[src/rtl/tristate_bus_arbiter_if.sv]
// Shared tristate bus control interface.
//   req   : one request bit per driver, driven by the requesters
//   gnt   : one-hot registered grant, zero when nobody owns the bus
//   oe    : tristate output enable per driver, identical to gnt
//   owner : index of the current owner, meaningful only while busy=1
//   busy  : an owner holds the bus
//   turn  : bus turnaround in progress, all drivers disabled
// Handshake: a requester holds req[i] high for as long as it wants the bus.
// It may drive the wire only in cycles where oe[i]=1. It releases the bus by
// dropping req[i]. A requester that sees gnt[i] fall while req[i] is still
// high has been preempted, and it keeps competing as long as it keeps
// requesting.
interface tristate_bus_arbiter_if #(
  parameter int N = 4
);
  localparam int W = (N > 1) ? $clog2(N) : 1;

  logic [N-1:0] req;
  logic [N-1:0] gnt;
  logic [N-1:0] oe;
  logic [W-1:0] owner;
  logic         busy;
  logic         turn;

  // master: the arbiter side
  modport master (input req, output gnt, oe, owner, busy, turn);
  // slave: the requester side
  modport slave (output req, input gnt, oe, owner, busy, turn);
endinterface

[src/rtl/tristate_bus_arbiter.sv]
// Round-robin arbiter for N drivers sharing one tristate bus wire.
// Every change of owner passes through TURN_CYC cycles in which no driver is
// enabled. An owner that has held the bus for MAX_HOLD cycles is preempted
// when another driver is waiting.
// Ports:
//   clk       : rising-edge clock
//   rst       : synchronous, active-high reset
//   bus       : tristate_bus_arbiter_if.master (req in; gnt/oe/owner/busy/turn out)
//   dbg_state : current FSM state (0 IDLE, 1 GRANT, 2 TURN)
// All outputs come from flops. req only affects next-state logic.
// TURN_CYC must be at least 1.
module tristate_bus_arbiter #(
  parameter int N        = 4,
  parameter int MAX_HOLD = 8,
  parameter int TURN_CYC = 1
) (
  input  logic                  clk,
  input  logic                  rst,
  tristate_bus_arbiter_if.master bus,
  output logic [1:0]            dbg_state
);
  localparam int W  = (N > 1) ? $clog2(N) : 1;
  localparam int HW = $clog2(MAX_HOLD + 1);
  localparam int TW = $clog2(TURN_CYC + 1);

  typedef enum logic [1:0] {
    IDLE  = 2'd0,
    GRANT = 2'd1,
    TURN  = 2'd2
  } state_t;

  state_t        state, state_n;
  logic [W-1:0]  owner_q, owner_n;
  logic [W-1:0]  ptr_q, ptr_n;
  logic [HW-1:0] hold_q, hold_n;
  logic [TW-1:0] tcnt_q, tcnt_n;
  logic [N-1:0]  gnt_q, gnt_n;
  logic          busy_q, busy_n;
  logic          turn_q, turn_n;

  logic          win_found;
  logic [W-1:0]  win_idx;
  logic [N-1:0]  owner_mask;
  logic          others_req;

  // Round-robin search that starts at ptr and wraps from N-1 to 0.
  // The first requester found wins.
  always_comb begin
    win_found = 1'b0;
    win_idx   = '0;
    for (int k = 0; k < N; k++) begin
      if (!win_found && bus.req[(int'(ptr_q) + k) % N]) begin
        win_found = 1'b1;
        win_idx   = W'((int'(ptr_q) + k) % N);
      end
    end
  end

  assign owner_mask = {{(N-1){1'b0}}, 1'b1} << owner_q;
  assign others_req = |(bus.req & ~owner_mask);

  always_comb begin
    state_n = state;
    owner_n = owner_q;
    ptr_n   = ptr_q;
    hold_n  = hold_q;
    tcnt_n  = tcnt_q;
    case (state)
      IDLE: begin
        if (win_found) begin
          state_n = GRANT;
          owner_n = win_idx;
          hold_n  = HW'(1);
        end
      end
      GRANT: begin
        // The owner releases the bus, or it has used up its hold budget
        // while someone else is waiting.
        if (!bus.req[owner_q] || ((hold_q == HW'(MAX_HOLD)) && others_req)) begin
          state_n = TURN;
          ptr_n   = (owner_q == W'(N - 1)) ? '0 : owner_q + 1'b1;
          hold_n  = '0;
          tcnt_n  = TW'(1);
        end else if (hold_q != HW'(MAX_HOLD)) begin
          hold_n = hold_q + 1'b1;
        end
      end
      TURN: begin
        // Only the last turnaround cycle looks at req. Earlier cycles just
        // count, so a request that comes and goes there is ignored.
        if (tcnt_q == TW'(TURN_CYC)) begin
          tcnt_n = '0;
          if (win_found) begin
            state_n = GRANT;
            owner_n = win_idx;
            hold_n  = HW'(1);
          end else begin
            state_n = IDLE;
          end
        end else begin
          tcnt_n = tcnt_q + 1'b1;
        end
      end
      default: begin
        state_n = IDLE;
      end
    endcase
  end

  // Outputs are computed from the next state and registered, so gnt/oe
  // change exactly on the clock edge.
  always_comb begin
    gnt_n  = (state_n == GRANT) ? ({{(N-1){1'b0}}, 1'b1} << owner_n) : '0;
    busy_n = (state_n == GRANT);
    turn_n = (state_n == TURN);
  end

  always_ff @(posedge clk) begin
    if (rst) begin
      state   <= IDLE;
      owner_q <= '0;
      ptr_q   <= '0;
      hold_q  <= '0;
      tcnt_q  <= '0;
      gnt_q   <= '0;
      busy_q  <= 1'b0;
      turn_q  <= 1'b0;
    end else begin
      state   <= state_n;
      owner_q <= owner_n;
      ptr_q   <= ptr_n;
      hold_q  <= hold_n;
      tcnt_q  <= tcnt_n;
      gnt_q   <= gnt_n;
      busy_q  <= busy_n;
      turn_q  <= turn_n;
    end
  end

  assign bus.gnt   = gnt_q;
  assign bus.oe    = gnt_q;
  assign bus.owner = owner_q;
  assign bus.busy  = busy_q;
  assign bus.turn  = turn_q;
  assign dbg_state = state;
endmodule

[src/flat_wrapper.sv]
// flat-port wrapper written by rule: the top's interface ports become plain ports
module tristate_bus_arbiter_flat 
#(
  parameter int N        = 4,
  parameter int MAX_HOLD = 8,
  parameter int TURN_CYC = 1
)
  (clk, rst, dbg_state, bus_req, bus_gnt, bus_oe, bus_owner, bus_busy, bus_turn);
  tristate_bus_arbiter_if #(.N(N)) bus_i ();
  input  logic clk;
  input  logic rst;
  output logic [1:0] dbg_state;
  input wire logic [$bits(bus_i.req)-1:0] bus_req;
  output wire logic [$bits(bus_i.gnt)-1:0] bus_gnt;
  output wire logic [$bits(bus_i.oe)-1:0] bus_oe;
  output wire logic [$bits(bus_i.owner)-1:0] bus_owner;
  output wire logic [$bits(bus_i.busy)-1:0] bus_busy;
  output wire logic [$bits(bus_i.turn)-1:0] bus_turn;
  assign bus_i.req = bus_req;
  assign bus_gnt = bus_i.gnt;
  assign bus_oe = bus_i.oe;
  assign bus_owner = bus_i.owner;
  assign bus_busy = bus_i.busy;
  assign bus_turn = bus_i.turn;
  tristate_bus_arbiter #(.N(N), .MAX_HOLD(MAX_HOLD), .TURN_CYC(TURN_CYC)) u_core (.clk(clk), .rst(rst), .bus(bus_i), .dbg_state(dbg_state));
endmodule
[config.mk]
export PLATFORM = sky130hd
export DESIGN_NAME = tristate_bus_arbiter_flat
export DESIGN_NICKNAME = d
export VERILOG_FILES = /design/src/rtl/tristate_bus_arbiter_if.sv /design/src/rtl/tristate_bus_arbiter.sv /design/src/flat_wrapper.sv
export SDC_FILE = /design/constraint.sdc
export NUM_CORES = 1
export LEC_CHECK = 0
export CAP_MARGIN = 20
export CORE_MARGIN = 2
export CORE_UTILIZATION = 50
export DETAILED_ROUTE_END_ITERATION = 12
export DONT_BUFFER_PORTS = 1
export GPL_TIMING_DRIVEN = 0
export PLACE_DENSITY = 0.75
export SYNTH_ARGS = -nofsm -noshare
export SYNTH_HDL_FRONTEND = slang
export SYNTH_SLANG_ARGS = --single-unit
[constraint.sdc]
create_clock -name clk -period 5.4 [get_ports clk]
set_input_delay 1.62 -clock clk [delete_from_list [all_inputs] [get_ports clk]]
set_output_delay 1.62 -clock clk [all_outputs]
set_load 0.005 [all_outputs]
==> results by group <==
Global route
  – Vias in the first global route: 738
  – GRT overflow: 0
  – Global-route wire length before repair: 3250 um
  – Total track usage: 16.9%
  – Largest net degree at the start of global routing: 11
  – Antenna violations before repair: 0

Timing
  – Fmax: 0.395 GHz
  – Final Skew: 0.00841 ns
  – RSZ-0062 raised after global routing: false
  – Setup TNS: 0 ns
  – Fin. max-slew vios: 0
  – Final min period: 2.53 ns
  – Hold Vio Cnt, Final: 0
  – Max-slew headroom: 70.0%
  – # setup viols final: 0
  – Worst-margin pin slew: 0.450 ns
  – Fin crit share: 46.9%

Worst setup path
  – Critical path peak fanout: 9
  – Worst setup SP type: input port
  – Slowest-stage cell, CP: mux4_2
  – Worst Path Required: 5.58 ns
  – Reg-to-reg startpoint: u_core.bus.owner[0]
  – R2R cell count: 7
  – Worst setup startpoint: bus_req[3]
  – Worst reg-to-reg setup slack: 3.40 ns
  – Cell Chain, Critical Path: mux4_2 > nand2_2 > o31a_1 > a21boi_1 > o21ba_2
  – CP endpoint kind: flop
  – Max incr delay on CP: 0.53 ns
  – Worst setup path end: u_core.hold_q[3]
  – CP Class: in -> reg
  – Crit path arrival time: 2.72 ns
  – RR Endpoint: u_core.ptr_q[0]

Floorplan
  – Die Area: 2470 um^2
  – Chip height: 49.7 um
  – Rows: 16
  – I/O pin count: 20
  – Initial Utilization: 53.2%
  – Core box area: 1960 um^2
  – Die Width: 49.7 um

Place
  – Routability-driven placement congestion ratio: 0.718
  – # port buffers: 0
  – Dpl hpwl: 1470 um
  – Cell Area, Placed: 1080 um^2
  – Placed cell count: 138

Clocking
  – PostCTS Resize Cnt: 0
  – Clk buf depth: 2
  – Setup bufs post-CTS: 0
  – TritonCTS buffer count: 3
  – CTS sink cnt: 17
  – Reg clk slew, reported paths: 0.09 ns
  – H-tree depth: 1
  – Clock Root Buffer: clkbuf_4
  – Hold-fix buffers at CTS: 0
  – CTS tree: built
  – Clk_lat worst skew: 0.29 ns

Logic synthesis
  – Mean Syn Cell Area: 9.40 um^2
  – Cell variety after synth: 43
  – Area share of the largest cell type after synthesis: 32.6%
  – Async S/R FF share, synth: 0%
  – Top post-synthesis cells by count: dfxtp_1 (17), nor2_1 (13), nand2b_1 (8)
  – Post-synth EDFFs: 0
  – Synthesized flop and latch total: 17
  – Sequential fraction of the synthesis area: 32.6%
  – Yosys warns: 0
  – Post-synth top area cell: dfxtp_1
  – Post-synth top flop: dfxtp_1
  – Syn nets: 123
  – Top post-synthesis cells by area: dfxtp_1 (33%), ha_1 (7.2%), nand2b_1 (4.8%), nor2_1 (4.7%), buf_4 (3.6%)
  – Most common cell in the netlist: dfxtp_1
  – Syn Inst Count: 111
  – Post-Syn Area: 1040 um^2

Pwr
  – Tot Pwr: 411 uW
  – P_leak: 0.000420 uW
  – Peak VDD IR: 0.206 mV
  – Pwr/cell area: 372 nW/um^2

Finish
  – Final Cell Area: 1100 um^2
  – Fillers: 191
  – # nets final: 128
  – Non-filler instance count after layout: 142
  – Inserted Diodes: 0
  – Area grow syn2layout: 5.88%
  – Share of cells above drive strength 1: 18.3%

Run status
  – Status: finished, final reports clean

Min path
  – Hold Path Class: reg -> reg

Job
  – Max capacitance violation total: 0

Route
  – DR iter-0 viols: 13
  – Drt total wl: 1910 um
  – Antenna-violating nets left: 0
  – Vias: 822
  – Drt via density: 5.79
  – WL/cell: 13.5 um
  – Drt drc: 0
  – Drt pass-1 iters: 4
flip-flops by register name, indices dropped and copies added (netlist names):
signal,cells
u_core.bus.gnt,4
u_core.hold_q,4
u_core.bus.owner,2
u_core.dbg_state,2
u_core.ptr_q,2
u_core.bus.busy,1
u_core.bus.turn,1
u_core.tcnt_q,1
worst max-delay path: cells and delay by family:
kind               cells  cell delay, ns
AOI/OAI and AO/OA      3            0.43
muxes                  1            0.53
and+or+nand+nor        1            0.14
kinds of logic after synthesis:
family | Yosys count | share of synthesized area [%]
and+or+nand+nor | 49 | 27.7
adders and majority gates | 6 | 7.19
AOI/OAI and AO/OA | 22 | 20.3
muxes | 5 | 6.11
buffers and inverters | 12 | 6.11
DFF | 17 | 32.6
layer usage:
metal / track usage, % / part of all wire, % / vias to the layer above
li1: - / - / 404
met5: 0 / 0 / -
met1: 20.8 / 44 / 394
met3: 5.76 / 5.4 / 2
met2: 29.3 / 50 / 22
met4: 1.39 / 0.47 / 0
worst min-delay path by stage:
stage                     slack [ns]             to     startpoint  cells after the start
after floorplan                 0.46  u_core.tcnt_q  u_core.tcnt_q                      2
after global placement          0.47  u_core.tcnt_q  u_core.tcnt_q                      2
after detailed placement        0.47  u_core.tcnt_q  u_core.tcnt_q                      2
after CTS                       0.48  u_core.tcnt_q  u_core.tcnt_q                      2
after global routing            0.51  u_core.tcnt_q  u_core.tcnt_q                      2
final                           0.48  u_core.tcnt_q  u_core.tcnt_q                      2
through the flow:
step                      hold WS [ns]  utilization (%)  setup WS, ns
after global routing             0.506             56.3          2.79
after detailed placement         0.471             54.9          2.57
after CTS                        0.485             56.3          2.89
after floorplan                  0.459                -          2.65
final                            0.484             56.3          2.87
after global placement           0.469             54.9          2.57
cell type report:
| type | count | area, um^2 | share of cell area (%) |
|---|---|---|---|
| Multi-Input combinational cell | 82 | 639 | 57.9 |
| Clock buffer | 3 | 22.5 | 2.04 |
| Inverter | 6 | 22.5 | 2.04 |
| Buffer | 6 | 41.3 | 3.74 |
| Sequential cell | 17 | 340 | 30.8 |
| Tap cell | 27 | 33.8 | 3.06 |
| Clock inverter | 1 | 5.00 | 0.453 |
layout by cell type, fill, tap and decap left out, types with 4 or more instances in the layout:
cell type and n:
nor2_1 13, buf_4 5, inv_1 6, a21oi_1 4, dfxtp_1 17, ha_1 6, nand2_1 4, nor2b_1 5
nand2b_1 8
power breakdown:
| group | switching [uW] | internal [uW] | total [uW] |
|---|---|---|---|
| clock | 38.0 | 27.5 | 65.5 |
| sequential | 32.0 | 153 | 185 |
| combinational | 80.9 | 79.1 | 160 |
(Power assumes the default switching activity.)
